--- src/rtl/hazard_pkg.sv ---
// Shared types and constants for the pipeline hazard/branch control units.
package hazard_pkg;

    typedef enum logic [1:0] {
        BR_IDLE = 2'd0,
        BR_WAIT = 2'd1,
        BR_ERR  = 2'd2
    } br_state_t;

    // Nominal ID->EX->MEM branch resolve latency in cycles.
    localparam int unsigned NOMINAL_RESOLVE = 2;

endpackage

--- src/rtl/branch_stall_ctrl_sat_counter.sv ---
// Saturating up-counter with synchronous active-high clear; holds at all-ones.
module sat_counter #(
    parameter int unsigned WIDTH = 16
) (
    input  logic             clk,
    input  logic             reset,
    input  logic             inc,
    output logic [WIDTH-1:0] count
);

    logic [WIDTH-1:0] count_q;

    always_ff @(posedge clk) begin
        if (reset) begin
            count_q <= '0;
        end else if (inc && (count_q != '1)) begin
            count_q <= count_q + WIDTH'(1);
        end
    end

    assign count = count_q;

endmodule

--- src/rtl/branch_stall_ctrl.sv ---
// Issue-side branch sequencer: freezes fetch from branch accept in ID until MEM
// resolves it, steers the PC mux, keeps perf counters and a sticky timeout flag.
module branch_stall_ctrl
    import hazard_pkg::*;
#(
    parameter int unsigned MAX_WAIT  = 4,
    parameter int unsigned CNT_WIDTH = 16
) (
    input  logic                 clk,
    input  logic                 reset,
    input  logic                 branch_id,
    input  logic                 stall_ext,
    input  logic                 branch_resolved,
    input  logic                 branch_taken,
    output logic                 branchhazard,
    output logic                 bubble_ifid,
    output logic                 pc_src_branch,
    output logic                 busy,
    output logic                 err_timeout,
    output logic [CNT_WIDTH-1:0] branch_cnt,
    output logic [CNT_WIDTH-1:0] taken_cnt,
    output logic [CNT_WIDTH-1:0] stall_cnt
);

    localparam int unsigned WCW = $clog2(MAX_WAIT + 1);

    br_state_t      state_q, state_d;
    logic [WCW-1:0] wait_cnt_q, wait_cnt_d;
    logic           err_q, err_d;
    logic           branch_inc, taken_inc, stall_inc;

    always_ff @(posedge clk) begin
        if (reset) begin
            state_q    <= BR_IDLE;
            wait_cnt_q <= '0;
            err_q      <= 1'b0;
        end else begin
            state_q    <= state_d;
            wait_cnt_q <= wait_cnt_d;
            err_q      <= err_d;
        end
    end

    always_comb begin
        state_d       = state_q;
        wait_cnt_d    = wait_cnt_q;
        err_d         = err_q;
        branchhazard  = 1'b1;
        bubble_ifid   = 1'b0;
        pc_src_branch = 1'b0;
        branch_inc    = 1'b0;
        taken_inc     = 1'b0;

        unique case (state_q)
            BR_IDLE: begin
                // A branch stalled by load-use is not accepted; that unit owns the stall.
                if (branch_id && !stall_ext) begin
                    branchhazard = 1'b0;
                    bubble_ifid  = 1'b1;
                    branch_inc   = 1'b1;
                    state_d      = BR_WAIT;
                    wait_cnt_d   = WCW'(1);
                end
            end
            BR_WAIT: begin
                if (branch_resolved) begin
                    pc_src_branch = branch_taken;
                    taken_inc     = branch_taken;
                    state_d       = BR_IDLE;
                    wait_cnt_d    = '0;
                end else begin
                    branchhazard = 1'b0;
                    bubble_ifid  = 1'b1;
                    if (wait_cnt_q == WCW'(MAX_WAIT)) begin
                        state_d = BR_ERR;
                        err_d   = 1'b1;
                    end else begin
                        wait_cnt_d = wait_cnt_q + WCW'(1);
                    end
                end
            end
            BR_ERR: begin
                branchhazard = 1'b0;
                bubble_ifid  = 1'b1;
            end
            default: state_d = BR_IDLE;
        endcase

        // Outputs are released for the whole reset cycle, even if state is still WAIT/ERR.
        if (reset) begin
            branchhazard  = 1'b1;
            bubble_ifid   = 1'b0;
            pc_src_branch = 1'b0;
            branch_inc    = 1'b0;
            taken_inc     = 1'b0;
        end
        busy = !reset && (state_q != BR_IDLE);
    end

    assign stall_inc   = !branchhazard;
    assign err_timeout = err_q;

    sat_counter #(.WIDTH(CNT_WIDTH)) u_branch_cnt (
        .clk   (clk),
        .reset (reset),
        .inc   (branch_inc),
        .count (branch_cnt)
    );

    sat_counter #(.WIDTH(CNT_WIDTH)) u_taken_cnt (
        .clk   (clk),
        .reset (reset),
        .inc   (taken_inc),
        .count (taken_cnt)
    );

    sat_counter #(.WIDTH(CNT_WIDTH)) u_stall_cnt (
        .clk   (clk),
        .reset (reset),
        .inc   (stall_inc),
        .count (stall_cnt)
    );

endmodule

--- config.mk ---
export PLATFORM = sky130hd
export DESIGN_NAME = branch_stall_ctrl
export DESIGN_NICKNAME = d
export VERILOG_FILES = /design/src/rtl/hazard_pkg.sv /design/src/rtl/branch_stall_ctrl_sat_counter.sv /design/src/rtl/branch_stall_ctrl.sv
export SDC_FILE = /design/constraint.sdc
export NUM_CORES = 1
export LEC_CHECK = 0
export BUFFER_PORTS_ARGS = -buffer_cell sky130_fd_sc_hd__buf_2
export CORE_MARGIN = 3
export CORE_UTILIZATION = 45
export CTS_CLUSTER_SIZE = 12
export DETAILED_ROUTE_END_ITERATION = 16
export MAX_ROUTING_LAYER = met4
export PLACE_DENSITY_LB_ADDON = 0.25
export SYNTH_ARGS = -nofsm -noshare
export SYNTH_HDL_FRONTEND = slang
export SYNTH_SLANG_ARGS = --single-unit
--- constraint.sdc ---
create_clock -name clk -period 3.85 [get_ports clk]
set_clock_uncertainty 0.05 [all_clocks]
set_input_delay 0.1925 -clock clk [delete_from_list [all_inputs] [get_ports clk]]
set_output_delay 0.1925 -clock clk [all_outputs]
set_load 0.02 [all_outputs]
==> results.json <==
{
  "power_uw": 942,
  "holdBufCountCts": 0,
  "status": "complete, no violations",
  "cp_data_arrival_time_ns": 2.41,
  "synthToLayoutAreaGrowth_pct": 14.5,
  "fin_nets": 417,
  "placed_cells": 474,
  "htree_levels": 2,
  "yosys_synthesis_warning_count": 0,
  "worst_margin_slew_ns": 0.935,
  "sum_of_net_half_perimeters_after_detailed_placement_mm": 5.05,
  "vias_in_the_first_global_route": 2594,
  "timing_hold_violations_final": 0,
  "post_route_fraction_of_the_period_consumed_by_the_critical_path": 0.689,
  "die-width_microns": 86.8,
  "clockBufferDepth": 2,
  "share_comb_of_total_power": 0.062,
  "seq_power_share": 0.604,
  "power_report.internal_total_uw": 710,
  "asyncSetResetFlopFracSynth": 0,
  "port-buffer-count": 58,
  "tritoncts.num_buffers": 5,
  "floorplan.die.height_microns": 86.8,
  "via_count": 3020,
  "worst_skew_pair.late_latency_ns": 0.31,
  "most_used_flip_flop_cell_after_synthesis": "dfxtp_1",
  "synth_top_family_by_area": "simple AND/OR/NAND/NOR gates",
  "slew-limit-headroom": 0.376,
  "layout-drive-gt1-share": 0.204,
  "synthesis.nets": 365,
  "critical_path.startpoint": "state_q[0]$_SDFFE_PP0P_",
  "yosys_register_bits": 54,
  "timing.setup.critical_path_class": "reg2out",
  "rr_worst_depth": 6,
  "worst_setup_path_end_kind": "output pin",
  "synth_xor_area_frac": 0,
  "route.detailed.wl_per_inst_microns": 15.0,
  "clockPowerShare": 0.333,
  "yosysSeqAreaShare": 0.368,
  "simple_gate_portion_of_the_synthesized_area": 0.331,
  "worst_hold_path_type": "in2reg",
  "grtUsageTotal": 0.200,
  "clkSlewWorstSetupHoldPaths_ns": 0.10,
  "drt_pre_antenna_iters": 5,
  "detail_route.iter0.violations": 189,
  "fmaxAchievable_mhz": 377,
  "finalCriticalPeriod_ns": 2.65,
  "holdCritStartpoint": "branch_resolved",
  "drv_slew": 0,
  "cts-resized-gates": 0,
  "vias_per_cell": 6.27,
  "power.ir.vdd_worst_v": 0.000231,
  "powerDensity_nw_per_um2": 280,
  "total_switching_power_uw": 232,
  "cts_num_sinks": 54,
  "boundaryPins": 59,
  "initial_core_util": 0.479,
  "grt_antenna_before_repair": 0,
  "grt_max_degree": 53,
  "setup.worst_path.start_class": "flip-flop",
  "distinct_cell_type_count_after_synthesis": 50,
  "cts_setup_buffers": 0,
  "crit_fanout": 21,
  "timing.setup.tns_ns": 0,
  "syn_inst": 354,
  "whs_endpoint": "wait_cnt_q[2]$_SDFFE_PP0P_",
  "gp_congestion": 0.821,
  "fp.coreArea_sq_um": 6130,
  "antenna_left": 0,
  "synthMuxAreaShare": 0.0447,
  "timing.max_cap.violations": 0,
  "crit-reg2reg-launch": "state_q[0]$_SDFFE_PP0P_",
  "placementRows": 28,
  "fillCellCount": 573,
  "synthAdderAreaFrac": 0.0213,
  "detail_route.wirelength_mm": 7.21,
  "grt_overflow": 0,
  "detail_route.drc_violations": 0,
  "worstPathRequired_ns": 3.61,
  "tritoncts": "done",
  "syn-cell-area_sq_um": 2940,
  "count_of_non_filler_cells_in_the_finished_layout": 482,
  "grt_pass1_wl_mm": 12.1,
  "end_of_the_worst_register_to_register_path": "u_stall_cnt.count[13]$_SDFFE_PP0P_",
  "power.share.switching": 0.246,
  "most_common_library_cell_in_the_layout_ignoring_fill_and_taps": "buf_2",
  "cts_root_buf": "clkbuf_8",
  "synth_compound_area_frac": 0.193,
  "rsz0062_at_grt": "no",
  "synth-edff-count": 0,
  "leakagePower_nw": 1.29,
  "final_cell_mix": "buf_2, dfxtp_1, nand2_1",
  "dieArea_sq_um": 7530,
  "antenna_cells_inserted": 0,
  "timing.final.setup_violations": 0,
  "timing.hold.worst_path_depth": 3,
  "ff2ff_setup_slack_ns": 1.41,
  "syn-mean-instance-area_sq_um": 8.30
}
## state kept, by name, indices dropped and copies added, names as in the netlist
name,count
state_q,2
u_branch_cnt.count,16
u_stall_cnt.count,16
wait_cnt_q,3
u_taken_cnt.count,16
err_timeout,1
## power by group through the flow
stage	Sequential, mW	Combinational, mW	Clock, mW
2_1_floorplan	0.583	0.0408	0
3_3_place_gp	0.582	0.0574	0
3_5_place_dp	0.582	0.0586	0
4_1_cts	0.569	0.0592	0.327
5_1_grt	0.570	0.0656	0.348
6_report	0.569	0.0588	0.314
## how the worst max path moves through the flow
stage / to / slack (ns)
floorplan: u_taken_cnt.count[1]$_SDFFE_PP0P_ / 1.69
global placement: u_taken_cnt.count[13]$_SDFFE_PP0P_ / 1.40
detailed placement: u_taken_cnt.count[13]$_SDFFE_PP0P_ / 1.27
CTS: branchhazard / 1.19
global route: branchhazard / 1.04
finish: branchhazard / 1.20
## logic make-up after synthesis
family                   after synthesis
adder cells (fa/ha/maj)                5
multiplexers                          12
AND/OR/NAND/NOR                      170
flip-flops                            54
AO/OA/AOI/OAI                         83
buffers and inverters                 30
## cells in the mapped netlist (all sizes together) (7+ instances only)
cell    instances  area (sq um)
and3            7          43.8
nor2           20          75.1
inv            15          56.3
or4            12          93.8
or3            12          80.1
a21oi          24           120
nor4           16           100
dfxtp          54          1080
nor3           13          65.1
nand2          28           105
nand4          14          87.6
clkbuf         10          37.5
mux2            9           101
o41ai           7          61.3
o21ai          12          60.1
and4            8          70.1
nand3          17          85.1
o31ai          12          90.1
nor2b          10          62.6
## cell type report
cell class	count	area (sq um)	area share
Clock buffer	6	72.6	0.0216
Clock inverter	2	13.8	0.00409
Inverter	15	56.3	0.0167
Multi-Input combinational cell	270	1740	0.517
Sequential cell	54	1080	0.322
Tap cell	75	93.8	0.0279
Timing Repair Buffer	60	305	0.0908
## stage by stage
step	setup WS [ns]	util	hold slack, ns	instance area [sq um]
6_report	1.20	0.548	0.196	3360
5_1_grt	1.04	0.548	0.211	3360
3_3_place_gp	1.40	0.534	0.402	3280
2_1_floorplan	1.69	-	0.335	2940
4_1_cts	1.19	0.548	0.182	3360
3_5_place_dp	1.27	0.534	0.412	3280
## critical path, cell delays in order, from the launching register on
cell     delay [ns]
dfxtp_1        0.41
or2_2          0.35
o21ai_1        0.46
nor2_1         0.12
inv_1          0.48
buf_2          0.27
## layer usage
| layer | routed length [microns] | vias up | GRT usage |
|---|---|---|---|
| met3 | 453 | 10 | 0.0266 |
| met4 | 99 | 0 | 0.0637 |
| met2 | 3350 | 113 | 0.303 |
| met5 | 0 | - | - |
| li1 | - | 1479 | - |
| met1 | 3300 | 1418 | 0.275 |
(Power assumes the default switching activity.)
